==> config.mk <==
export PLATFORM = sky130hd
export DESIGN_NAME = switch_input_ctrl
export DESIGN_NICKNAME = d
export VERILOG_FILES = /design/src/rtl/switch_input_ctrl.sv
export SDC_FILE = /design/constraint.sdc
export NUM_CORES = 1
export LEC_CHECK = 0
export CORE_UTILIZATION = 50
export DETAILED_ROUTE_END_ITERATION = 10
export PLACE_DENSITY = 0.83
export RECOVER_POWER = 100
export SETUP_SLACK_MARGIN = 0.3
export SYNTH_ARGS = -nofsm -noshare
export SYNTH_HDL_FRONTEND = slang
export SYNTH_SLANG_ARGS = --single-unit
export TNS_END_PERCENT = 100
==> constraint.sdc <==
create_clock -name clk -period 2.84 [get_ports clk]
set_input_delay 0.426 -clock clk [delete_from_list [all_inputs] [get_ports clk]]
set_output_delay 0.426 -clock clk [all_outputs]
set_load 0.02 [all_outputs]
==> src/rtl/switch_input_ctrl.sv <==
`timescale 1ns/1ps
// switch_input_ctrl
// Bus-mapped DIP-switch reader. Each of CHANNELS banks (CH_WIDTH bits) is
// synchronised, debounced and tracked for per-bit changes. Software reads the
// debounced value and change flags through a 4-word register window, and a
// maskable level interrupt reports unacknowledged changes.
// CHANNELS*CH_WIDTH must not exceed 32; DEBOUNCE_CYCLES and SYNC_STAGES >= 2.
//
// Ports:
//   clk    system clock, all logic on posedge
//   rst_n  synchronous active-low reset
//   dipsw  raw asynchronous switch inputs, bank i = [i*CH_WIDTH +: CH_WIDTH]
//   addr   word select: 0=DATA, 1=CHANGED (W1C), 2=MASK, 3=CTRL
//   we     write strobe for the register at addr
//   din    write data
//   dout   registered read data for addr (valid one cycle after addr)
//   irq    registered level interrupt: CTRL[0] & |(CHANGED & MASK)
module switch_input_ctrl #(
    parameter int unsigned CHANNELS        = 4,
    parameter int unsigned CH_WIDTH        = 8,
    parameter int unsigned DEBOUNCE_CYCLES = 16,
    parameter int unsigned SYNC_STAGES     = 2
) (
    input  logic                         clk,
    input  logic                         rst_n,
    input  logic [CHANNELS*CH_WIDTH-1:0] dipsw,
    input  logic [1:0]                   addr,
    input  logic                         we,
    input  logic [31:0]                  din,
    output logic [31:0]                  dout,
    output logic                         irq
);

    localparam int unsigned W     = CHANNELS * CH_WIDTH;
    localparam int unsigned CNT_W = (DEBOUNCE_CYCLES > 2) ? $clog2(DEBOUNCE_CYCLES) : 1;
    localparam logic [CNT_W-1:0] CNT_MAX = CNT_W'(DEBOUNCE_CYCLES - 1);

    localparam logic [1:0] A_DATA    = 2'd0;
    localparam logic [1:0] A_CHANGED = 2'd1;
    localparam logic [1:0] A_MASK    = 2'd2;
    localparam logic [1:0] A_CTRL    = 2'd3;

    logic [W-1:0]     sync_q [SYNC_STAGES];
    logic [W-1:0]     sync_val;

    logic [W-1:0]     cand_q,    cand_d;
    logic [W-1:0]     stable_q,  stable_d;
    logic [CNT_W-1:0] cnt_q [CHANNELS];
    logic [CNT_W-1:0] cnt_d [CHANNELS];
    logic [W-1:0]     changed_q, changed_d;
    logic [W-1:0]     mask_q,    mask_d;
    logic [1:0]       ctrl_q,    ctrl_d;
    logic [W-1:0]     clr_bits;
    logic [31:0]      rdata;
    logic             irq_d;

    // Synchroniser chain; deliberately not reset so that debouncing resumes
    // from the live pin state as soon as rst_n is released.
    always_ff @(posedge clk) begin
        sync_q[0] <= dipsw;
        for (int unsigned i = 1; i < SYNC_STAGES; i++) begin
            sync_q[i] <= sync_q[i-1];
        end
    end

    assign sync_val = sync_q[SYNC_STAGES-1];

    // Per-bank debounce: candidate tracks the synchronised value, the counter
    // measures how long it has been steady while differing from stable.
    // Bypass lets stable follow the candidate's incoming value directly.
    always_comb begin
        cand_d   = sync_val;
        stable_d = stable_q;
        cnt_d    = cnt_q;
        for (int unsigned i = 0; i < CHANNELS; i++) begin
            if (ctrl_q[1]) begin
                stable_d[i*CH_WIDTH +: CH_WIDTH] = sync_val[i*CH_WIDTH +: CH_WIDTH];
                cnt_d[i] = '0;
            end else if (sync_val[i*CH_WIDTH +: CH_WIDTH] != cand_q[i*CH_WIDTH +: CH_WIDTH]) begin
                cnt_d[i] = '0;
            end else if (cand_q[i*CH_WIDTH +: CH_WIDTH] != stable_q[i*CH_WIDTH +: CH_WIDTH]) begin
                if (cnt_q[i] == CNT_MAX) begin
                    stable_d[i*CH_WIDTH +: CH_WIDTH] = cand_q[i*CH_WIDTH +: CH_WIDTH];
                    cnt_d[i] = '0;
                end else begin
                    cnt_d[i] = cnt_q[i] + CNT_W'(1);
                end
            end else begin
                cnt_d[i] = '0;
            end
        end
    end

    // Register-window writes; a new change event beats a same-cycle clear.
    always_comb begin
        clr_bits = '0;
        mask_d   = mask_q;
        ctrl_d   = ctrl_q;
        if (we) begin
            case (addr)
                A_CHANGED: clr_bits = din[W-1:0];
                A_MASK:    mask_d   = din[W-1:0];
                A_CTRL:    ctrl_d   = din[1:0];
                default:   ;
            endcase
        end
        changed_d = (changed_q & ~clr_bits) | (stable_q ^ stable_d);
        irq_d     = ctrl_q[0] & (|(changed_q & mask_q));
    end

    // Read mux, zero-extended to the bus width.
    always_comb begin
        rdata = '0;
        case (addr)
            A_DATA:    rdata = 32'(stable_q);
            A_CHANGED: rdata = 32'(changed_q);
            A_MASK:    rdata = 32'(mask_q);
            A_CTRL:    rdata = 32'(ctrl_q);
            default:   rdata = '0;
        endcase
    end

    // State and output registers.
    always_ff @(posedge clk) begin
        if (!rst_n) begin
            cand_q    <= '0;
            stable_q  <= '0;
            cnt_q     <= '{default: '0};
            changed_q <= '0;
            mask_q    <= '0;
            ctrl_q    <= '0;
            dout      <= '0;
            irq       <= 1'b0;
        end else begin
            cand_q    <= cand_d;
            stable_q  <= stable_d;
            cnt_q     <= cnt_d;
            changed_q <= changed_d;
            mask_q    <= mask_d;
            ctrl_q    <= ctrl_d;
            dout      <= rdata;
            irq       <= irq_d;
        end
    end

endmodule

======== Word-level counts from Yosys, hierarchy flattened ========
Memory sizes are Yosys's and may differ from the RTL's.
Cells that the tools add are included.
cells by class
  add/subtract/negate cells ............... 4
  eq/ne operators ......................... 15
  mux-type cells .......................... 19
  bitwise operators ....................... 11
  reductions and logical operators ........ 8
operator list
  operator                                                         count
  8-bit two-way mux                                                16
  32-bit one-hot mux with 4 select lines                           1
  32-bit bitwise AND                                               2
  32-bit two-way mux                                               2
  8-bit != test                                                    8
  32-bit inverter                                                  1
  32-bit bitwise OR                                                1
  32-bit OR reduction                                              1
  32-bit XOR                                                       1
  5-bit OR reduction                                               4
  4-bit by 1-bit adder with 4-bit output, second input constant    4
  4-bit == test, second input constant                             4
  1-bit inverter                                                   5
  2-bit == test, second input constant                             2
  2-bit AND reduction                                              2
  2-bit by 1-bit == test with 1-bit output, second input constant  1
  2-bit logical NOT                                                1
  1-bit bitwise AND                                                1
word-level totals
  flip-flop bits (word level) ............. 179
  RAM bits ................................ 64
  output and inout port bits .............. 33
  word-level logic and storage cells ...... 69
  memories kept ........................... 1
memories
  memory  words  width  rd ports  clocked after memory_dff  write ports  RTL line  source
  sync_q  2      32     2         0                         2            43        logic [W-1:0] sync_q [SYNC_STAGES];

======== Longest topological paths before layout ========
  word-level depth ........................ 7
  depth in mapped cells ................... 7

======== Worst setup path after synthesis ========
Ideal clock, no wire load.
  kind .................................... register to register
  start ................................... register stable_q[7]
  end ..................................... register stable_q[7]
  library setup time ...................... 0.127 ns
  arrival ................................. 1.747 ns
  data required time ...................... 2.713 ns
  setup slack ............................. 0.967 ns
  stages on the path, launching flop included .. 8
  path buffers ............................ 2
  period minus slack after synthesis ...... 1.873 ns
  cells stage by stage .................... dfxtp_1 xnor2_1 nand4_1 or4_1 buf_2 buf_6 a311oi_1 nor3_2
between the ends
  longest elaborated chain between the ends .. 4
  elaborated cells between the ends (all ways) .. 5
RTL lines
  item                                                       RTL line  source
  start: declaration                                         47        logic [W-1:0] stable_q, stable_d;
  start signal: assignment                                   136       stable_q <= stable_d;
  8-bit != test / 8-bit two-way mux (equally long branches)  81, 82
  8-bit two-way mux                                          81        end else if (cand_q[i*CH_WIDTH +: CH_WIDTH] != stable_q[i*CH_WIDTH +: CH_WIDTH]) begin
  8-bit two-way mux *                                        79        end else if (sync_val[i*CH_WIDTH +: CH_WIDTH] != cand_q[i*CH_WIDTH +: CH_WIDTH]) begin
  8-bit two-way mux *                                        76        if (ctrl_q[1]) begin
Mark *: on every way between the ends. The rest lies on a longest branch, timed or not.
A chain may end at the register's enable or synchronous reset.

==> metrics.yaml <==
status:
  status: "complete, but fails checks"
  violations: "capacitance limit, slew limit"
synthesis:
  netlist_instances: 1082
  yosysSeqAreaShare: 0.4788
  syn-num-nets: 1155
  synth_top_cell_by_area: "dfxtp_1"
  synthTopCellsByArea: "dfxtp_1, xnor2_1, nand2_1"
  synth_common_cells: "dfxtp_1, nand2_1, clkbuf_1, and2_1, xnor2_1"
  synth-main-ff-cell: "dfxtp_1"
  synth_edf_count: 0
  synth_seq_cells: 243
  synth.distinct_cells: 37
  synth_top_cell_area_share: 0.4788
  netlist_area_mm2: 0.01016
  synth.most_common_cell: "dfxtp_1"
  async_reset_ff_frac: 0
  syn_avg_cell_area_um2: 9.390
  yosys_warnings: 0
floorplan:
  rows: 51
  initial_core_util: 0.5153
  die_w_um: 144.5
  die-area_mm2: 0.02089
  die_h_um: 144.5
  io_pins: 102
  coreArea_mm2: 0.01972
final_layout:
  syn2layout_area_growth_pct: 19.31
  fill_cells: 1591
  nNetsFinal: 1214
  antennaDiodeCount: 0
  final_cells: 1423
  drive_above_1_share: 0.06736
critical_path:
  critical_path.cell_chain: "clkbuf_4 -> buf_2 -> o21ai_0 -> nor3_2"
  critPathKind: "input pin to register"
  cp-start-kind: "input pin"
  arrival_ns: 2.84
  endpoint_kind: "register"
  max_stage_delay_ns: 1.64
  path_buf_inv: 2
  cp_top_family: "buffers and inverters"
  worstPathMaxFanout: 163
  slowest_stage: "buf_2"
  worstPathRequired_ns: 3.28
route:
  num_vias: 8308
  avgViaCountPerCell: 5.838
  wl_per_cell_um: 17.32
  drt-initial-drc-count: 721
  antenna_left: 0
  routed_wl_mm: 24.64
  drt_first_pass_iters: 5
  route.detailed.drc: 0
cts:
  cts_setup_buffers: 0
  cts_buffer_depth: 3
  cts_tree: "built"
  cts_buffers: 25
  cts_sinks: 243
  htree_levels: 1
  clkLatencyLatePin_ns: 0.53
  clkTransAtPathRegs_ns: 0.06
  cts-root-buf: "clkbuf_16"
  ctsHoldBuffers: 0
  cts_resized: 0
sta:
  fin_crit_ns: 2.399
  rsz0062_at_grt: "false"
  tightest_slew_ns: 2.319
  setup_viol: 0
  drv_slew: 164
  min_period_over_period: 0.8448
  final-hold-violation-count: 0
  fin_worst_skew_ns: 0.02818
  tns_ns: 0
  relSlewSlack: -0.5458
  timing.fmax_mhz: 416.8
global_routing:
  grtUsageMet3: 0.03974
  gr-total-overflow: 0
  grt_max_degree: 164
  use_met1: 0.3100
  grt_pass1_vias: 7706
  antenna_found_initial: 0
  grt_use_total: 0.2383
  gr-max-usage-layer: "met2"
  grtUsageMet2: 0.3902
  grt_pass1_wl_mm: 39.36
power:
  pwr_density_cell_mw_per_mm2: 627.6
  power_w: 0.007608
  leakage_nw: 4.494
  vdd.ir_drop.worst_uv: 355.3
place:
  hpwl_mm: 16.37
  io_buffers: 101
  placed_cells: 1379
  globalplace.congestion: 0.8551
worst_hold_path:
  hp-class: "register to register"
job:
  drv_cap: 1
-- power by group --
group | switching, W | internal (W) | total (W)
clock | 0.00134 | 0.00202 | 0.00336
combinational | 0.000303 | 0.000285 | 0.000588
sequential | 0.000125 | 0.00354 | 0.00366
-- logic make-up (layout without fill, tap and decap cells) --
| group | Yosys count | after routing | synth area share |
|---|---|---|---|
| simple gates | 401 | 401 | 0.2100 |
| compound gates | 207 | 207 | 0.1441 |
| fa+ha+maj | 4 | 4 | 0.004926 |
| buf+inv | 89 | 165 | 0.03658 |
| mux | 34 | 34 | 0.03596 |
| xor+xnor | 104 | 104 | 0.08966 |
| flops | 243 | 243 | 0.4788 |
-- layout make-up --
| type | instances | area (um2) | area share |
|---|---|---|---|
| timing repair buffer | 120 | 1144 | 0.09434 |
| sequential | 243 | 4865 | 0.4013 |
| clock inverter | 11 | 143.9 | 0.01187 |
| multi-input combinational | 750 | 4928 | 0.4066 |
| inverter | 1 | 3.754 | 0.0003097 |
| clock buffer | 33 | 705.7 | 0.05822 |
| tap | 265 | 331.6 | 0.02735 |
-- registers in the layout, indices dropped and copies added, names as in the netlist, 2 cells and up --
name and count:
sync_q 64, cand_q 32, changed_q 32, dout 32, mask_q 32, stable_q 32, cnt_q 16, ctrl_q 2
-- placed cells by master, fill, tap and decap left out, types with 5 or more instances in the layout --
cell type        count
and4_2               5
and2_0              14
nor4_1              12
a21boi_0            64
clkdlybuf4s50_1     34
buf_4               18
mux2i_1             32
dfxtp_1            243
nand4_1             38
clkbuf_16           25
o21ai_0             62
nor2_1              53
nand4b_1            11
xor2_1              40
a311oi_1            30
nor3_1              29
nand3_1              5
dlygate4sd3_1       65
nand2_1            135
clkbuf_8             5
and4_1              26
xnor2_1             64
a22oi_1             40
and2_1              53
-- metal layers --
| layer | part of all wire | vias to the layer above |
|---|---|---|
| li1 | - | 3934 |
| met1 | 0.42 | 3933 |
| met2 | 0.48 | 381 |
| met3 | 0.074 | 60 |
| met4 | 0.032 | 0 |
| met5 | 0 | - |
-- metrics by stage --
step	utilization	setup slack, ns	hold slack, ns	cell area (um2)
finish	0.6148	0.4408	0.3239	12120
global route	0.6148	0.2081	0.3302	12120
CTS	0.6157	0.6180	0.3256	12140
detailed placement	0.5726	0.6313	0.3121	11290
global placement	0.5726	0.7180	0.3121	11290
floorplan	-	0.9667	0.3096	10160
-- worst paths after layout --
check	from	end	slack, ns	cells past startpoint
max	rst_n	stable_q[7]	0.44	4
min	sync_q[0][16]	sync_q[0][48]	0.32	0
max reg2reg	stable_q[26]	cnt_q[1]	0.48	5
min reg2reg	sync_q[0][16]	sync_q[0][48]	0.32	0
No activity file was read; power rests on OpenSTA's default activity.
